### src/rtl/pipe_ctrl_pkg.sv
// Shared definitions for the pipeline hazard controller: stage indices,
// mult/div FSM states, stall masks and default latencies.
package pipe_ctrl_pkg;

  localparam int STG_PC    = 0;
  localparam int STG_IFID  = 1;
  localparam int STG_IDEX  = 2;
  localparam int STG_EXMEM = 3;
  localparam int STG_MEMWB = 4;

  localparam int FL_IFID = 0;

  typedef enum logic [1:0] {
    ST_IDLE    = 2'd0,
    ST_MD_BUSY = 2'd1,
    ST_MD_HOLD = 2'd2
  } md_state_t;

  localparam logic [4:0] STALL_DMEM     = 5'b01111;
  localparam logic [4:0] STALL_MD       = 5'b00111;
  localparam logic [4:0] STALL_LOAD_USE = 5'b00011;
  localparam logic [4:0] STALL_HILO     = 5'b00011;
  localparam logic [4:0] STALL_IMEM     = 5'b00001;

  localparam int MUL_LAT_DEF = 4;
  localparam int DIV_LAT_DEF = 32;

endpackage

### src/rtl/md_latency_counter.sv
// 6-bit mult/div latency down-counter: parallel load, saturating decrement,
// terminal-count flag.
module md_latency_counter (
  input  logic       clk,
  input  logic       rst_n,
  input  logic       i_load,
  input  logic [5:0] i_load_val,
  input  logic       i_dec,
  output logic       o_zero
);

  logic [5:0] r_cnt;

  always_ff @(posedge clk or negedge rst_n) begin
    if (!rst_n) begin
      r_cnt <= '0;
    end else if (i_load) begin
      r_cnt <= i_load_val;
    end else if (i_dec && (r_cnt != 6'd0)) begin
      r_cnt <= r_cnt - 6'd1;
    end
  end

  assign o_zero = (r_cnt == 6'd0);

endmodule

### src/rtl/pipeline_hazard_ctrl.sv
// Pipeline hazard controller: combinational stall/flush masks for a 5-stage
// pipeline plus the mult/div occupancy FSM.
//
// state      | meaning
// ST_IDLE    | no mult/div in flight; ex_md_start accepted
// ST_MD_BUSY | counting down the unit latency, EX held while cnt != 0
// ST_MD_HOLD | latency expired during a dmem wait; done deferred until it clears
module pipeline_hazard_ctrl
  import pipe_ctrl_pkg::*;
#(
  parameter int MUL_LAT = MUL_LAT_DEF,
  parameter int DIV_LAT = DIV_LAT_DEF
) (
  input  logic       clk,
  input  logic       reset,
  input  logic [4:0] id_rs,
  input  logic [4:0] id_rt,
  input  logic       id_uses_hilo,
  input  logic       ex_mem_read,
  input  logic [4:0] ex_rt,
  input  logic       ex_md_start,
  input  logic       ex_md_is_div,
  input  logic       imem_ready,
  input  logic       mem_req,
  input  logic       dmem_ready,
  input  logic       id_branch_taken,
  output logic [4:0] stall,
  output logic [4:0] flush,
  output logic       md_busy,
  output logic       md_done
);

  localparam logic [5:0] MUL_LD = 6'(MUL_LAT - 1);
  localparam logic [5:0] DIV_LD = 6'(DIV_LAT - 1);

  md_state_t  r_state, w_next;
  logic       w_dmem_wait, w_load_use, w_hilo_use;
  logic       w_md_hold, w_md_done, w_cnt_load, w_cnt_dec, w_cnt_zero;
  logic [5:0] w_cnt_val;
  logic [4:0] w_stall, w_flush;

  assign w_dmem_wait = mem_req & ~dmem_ready;
  assign w_load_use  = ex_mem_read && (ex_rt != 5'd0) &&
                       ((ex_rt == id_rs) || (ex_rt == id_rt));
  assign w_hilo_use  = id_uses_hilo && (r_state != ST_IDLE);
  assign w_cnt_val   = ex_md_is_div ? DIV_LD : MUL_LD;

  always_ff @(posedge clk or negedge reset) begin
    if (!reset) r_state <= ST_IDLE;
    else        r_state <= w_next;
  end

  always_comb begin
    w_next     = r_state;
    w_md_hold  = 1'b0;
    w_md_done  = 1'b0;
    w_cnt_load = 1'b0;
    w_cnt_dec  = 1'b0;
    case (r_state)
      ST_IDLE: begin
        if (ex_md_start) begin
          w_md_hold  = 1'b1;
          w_cnt_load = 1'b1;
          w_next     = ST_MD_BUSY;
        end
      end
      ST_MD_BUSY: begin
        w_cnt_dec = 1'b1;
        if (!w_cnt_zero) begin
          w_md_hold = 1'b1;
        end else if (w_dmem_wait) begin
          w_md_hold = 1'b1;
          w_next    = ST_MD_HOLD;
        end else begin
          w_md_done = 1'b1;
          w_next    = ST_IDLE;
        end
      end
      ST_MD_HOLD: begin
        if (w_dmem_wait) begin
          w_md_hold = 1'b1;
        end else begin
          w_md_done = 1'b1;
          w_next    = ST_IDLE;
        end
      end
      default: w_next = ST_IDLE;
    endcase
  end

  // Masks are contiguous from bit0, so OR-ing them yields the widest one.
  always_comb begin
    w_stall = '0;
    if (!imem_ready)              w_stall = w_stall | STALL_IMEM;
    if (w_load_use)               w_stall = w_stall | STALL_LOAD_USE;
    if (w_hilo_use)               w_stall = w_stall | STALL_HILO;
    if (w_md_hold)                w_stall = w_stall | STALL_MD;
    if (w_dmem_wait)              w_stall = w_stall | STALL_DMEM;
    w_flush          = '0;
    w_flush[FL_IFID] = id_branch_taken & ~w_stall[STG_IFID];
  end

  md_latency_counter u_cnt (
    .clk        (clk),
    .rst_n      (reset),
    .i_load     (w_cnt_load),
    .i_load_val (w_cnt_val),
    .i_dec      (w_cnt_dec),
    .o_zero     (w_cnt_zero)
  );

  assign stall   = reset ? w_stall : '0;
  assign flush   = reset ? w_flush : '0;
  assign md_busy = reset & (r_state != ST_IDLE);
  assign md_done = reset & w_md_done;

endmodule

### config.mk
export PLATFORM = sky130hd
export DESIGN_NAME = pipeline_hazard_ctrl
export DESIGN_NICKNAME = d
export VERILOG_FILES = /design/src/rtl/pipe_ctrl_pkg.sv /design/src/rtl/md_latency_counter.sv /design/src/rtl/pipeline_hazard_ctrl.sv
export SDC_FILE = /design/constraint.sdc
export NUM_CORES = 1
export LEC_CHECK = 0
export ABC_AREA = 1
export CORE_ASPECT_RATIO = 1.2
export CORE_UTILIZATION = 42
export DETAILED_ROUTE_END_ITERATION = 8
export MAX_ROUTING_LAYER = met4
export PLACE_DENSITY = 0.83
export SYNTH_ARGS = -nofsm -noshare
export SYNTH_HDL_FRONTEND = slang
export SYNTH_SLANG_ARGS = --single-unit
### constraint.sdc
create_clock -name clk -period 1.5 [get_ports clk]
set_input_delay 0.15 -clock clk [delete_from_list [all_inputs] [get_ports clk]]
set_output_delay 0.15 -clock clk [all_outputs]
set_load 0.01 [all_outputs]
==> metrics.cfg <==
[drt]
drtAntennaViolNets = 0
wl_um = 2810
via_per_inst = 5.09
vias = 1129
drt_iter0_drc = 29
drc = 3
wl_per_cell_um = 12.7
dr.pass1.iters = 6

[critical_path]
critPathRequiredTime_ps = 1350
cp_data_arrival_time_ps = 1630
reg2reg_depth = 8
worstSetupPathType = reg -> out
critPathMaxFanout = 2
start_kind = register
cp-end-kind = output pin
reg2reg_from = r_state[1]
crit_start = u_cnt.r_cnt[1]

[run_status]
violations = DRC, setup timing
outcome = complete, but fails checks

[sta]
maxSlewViolCount = 0
tns_ps = -1170
finClkSkew_ps = 12.6
period_share_pct = 118
hold_viol_final = 0
rsz0062_at_grt = yes
timing.final.ws_setup_ps = -276
fmax_ghz = 0.563
final-setup-viol-count = 5
fin_crit_ps = 1780

[power]
ir_drop_v = 0.000851
powerDensity_nw_per_um2 = 1650
p_leak_nw = 0.810

[placement]
io_buffers = 31
globalplace.congestion = 0.835
hpwl_um = 1910
pre_cts_slack_ps = -538
dpl-instance-area_um2 = 1370

[layout]
stdcell_area_um2 = 1570
antennaDiodeCount = 0
regArea_um2 = 201
drive_gt1_share_pct = 35.0
layout-area-overhead-vs-synth_pct = 77.9
nNetsFinal = 237
multi_input_comb_area_um2 = 656
final_core_util_pct = 82.2
final.fill_count = 124

[die]
dieArea_um2 = 2290
dieWidth_um = 43.9
initial_utilization_pct = 46.2
ios = 37
coreArea_um2 = 1910
rows = 17
die_height_um = 52.3

[clock_network]
clk_path_buf_depth = 2
cts_buffers = 3
ctsRootBufferMaster = clkbuf_4
tritoncts = done
cts.hold.buffers_added = 0
h-tree-depth = 1
numClockSinks = 8
clkTransAtPathRegs_ps = 70
insertion_delay_ps = 270

[logic_synthesis]
ys_warn_count = 0
synth_area_per_cell_um2 = 6.46
ys_seq_area_share_pct = 22.6
synth.distinct_cells = 24
ys_ff_latch = 8
yosysTopAreaCell = dfrtp_1
synth_top_area_share_pct = 22.6
syn_inst = 137
mappedNetlistArea_um2 = 885
synth_area_leaders = dfrtp_1 23%, inv_1 13%, nand2_1 12%

[global_route]
overflow = 0
grt_max_degree = 9
grt_usage_pct = 21.8
grt_pass1_wl_um = 3680
grt_pass1_vias = 977
grt_antenna_before_repair = 0

[run]
max_cap_violations = 0

[hold_path]
min_path_type = in -> async

cells in the final DEF (no fill, tap or decap):
cell type and n:
ha_1 2, nand3_2 1, dfrtp_2 1, conb_1 5
xnor2_1 2, nand2_4 3, buf_6 7, clkdlybuf4s50_1 24
a211oi_2 1, buf_2 4, or2_2 1, buf_4 28
a31oi_1 3, o21ai_0 7, a21oi_4 1, nor2_2 1
nor2_1 16, nand2_1 28, dlygate4sd2_1 1, a21oi_1 6
nor2_4 4, inv_1 23, clkbuf_4 3, nand3_1 4
o21ai_1 1, ha_4 4, nand3_4 1, inv_2 7
o221ai_4 1, dfrtp_1 7, nand4_1 2, nand2_2 2
ha_2 1, and2_1 1
cell usage after synthesis:
| cell type | instances |
|---|---|
| inv_1 | 30 |
| nand2_1 | 29 |
| nor2_1 | 19 |
| dfrtp_1 | 8 |
| ha_1 | 7 |
| o21ai_0 | 7 |
| a21oi_1 | 6 |
| buf_4 | 5 |
| nand3_1 | 4 |
| a31oi_1 | 3 |
| nand2_2 | 2 |
| nand2_4 | 2 |
| nand3_2 | 2 |
| nand4_1 | 2 |
| xnor2_1 | 2 |
| a211oi_1 | 1 |
| a21oi_4 | 1 |
| and2_1 | 1 |
| conb_1 | 1 |
| nor2_2 | 1 |
| nor2_4 | 1 |
| o21ai_1 | 1 |
| o221ai_2 | 1 |
| or2_2 | 1 |
worst paths after layout:
check | slack (ps) | end
max | -280 | stall[0]
min | 260 | r_state[1]
max reg2reg | 20 | r_state[0]
min reg2reg | 550 | u_cnt.r_cnt[1]
max in group asynchronous | 1070 | u_cnt.r_cnt[0]
min in group clk | 530 | u_cnt.r_cnt[3]
timing repair:
item                       CTS  global route
setup endpoints to repair    8            11
gates resized for setup     37            23
setup buffers                6             4
pin swaps                    6            11
through the flow:
step | std cells | hold WS (ps) | total power [mW]
6_report | 222 | 260 | 2.59
5_1_grt | 222 | 279 | 2.79
4_1_cts | 218 | 254 | 2.14
3_5_place_dp | 209 | 487 | 1.79
3_3_place_gp | 209 | 479 | 1.73
2_1_floorplan | 141 | -146 | 1.13
routing by layer:
metal  track usage [%]  routed length, µm  vias to the layer above
li1                  -                  -                      545
met1              22.7                990                      514
met2              41.8               1570                       62
met3              2.41                207                        8
met4              7.07                 42                        0
met5                 -                  0                        -
report_power, final:
| part | internal, mW | leakage, nW | switching, mW |
|---|---|---|---|
| clock network | 0.0926 | 0.0138 | 0.0915 |
| registers | 0.327 | 0.0932 | 0.0964 |
| logic | 1.05 | 0.703 | 0.934 |
state kept, by name (all words and copies together), names as in the netlist:
name         count
u_cnt.r_cnt      6
r_state          2
critical path: stages, from the launching register on:
cell and delay [ps]:
dfrtp_1 400, inv_2 90, ha_4 140, nand3_4 90, nand2_4 80, nand2_4 60, a21oi_4 130, nand3_2 110
nand2_2 80, nand2_1 50, buf_2 140
final cells by class:
class	instances	area share, %
multi-input cells	98	41.7
inverters	30	7.15
flip-flops and latches	8	12.8
repair buffers	64	35.5
clock buffers	3	1.43
well taps	19	1.51
cells by family after synthesis:
| family | Yosys count | synth area share [%] |
|---|---|---|
| AOI/OAI and AO/OA | 20 | 14.4 |
| xor gates and xnor gates | 2 | 1.98 |
| adders and majority gates | 7 | 9.90 |
| buffers and inverters | 35 | 17.0 |
| DFF | 8 | 22.6 |
| other | 1 | 0.424 |
| and+or+nand+nor | 64 | 33.7 |
Note: power is estimated with default switching activity, not from simulation.
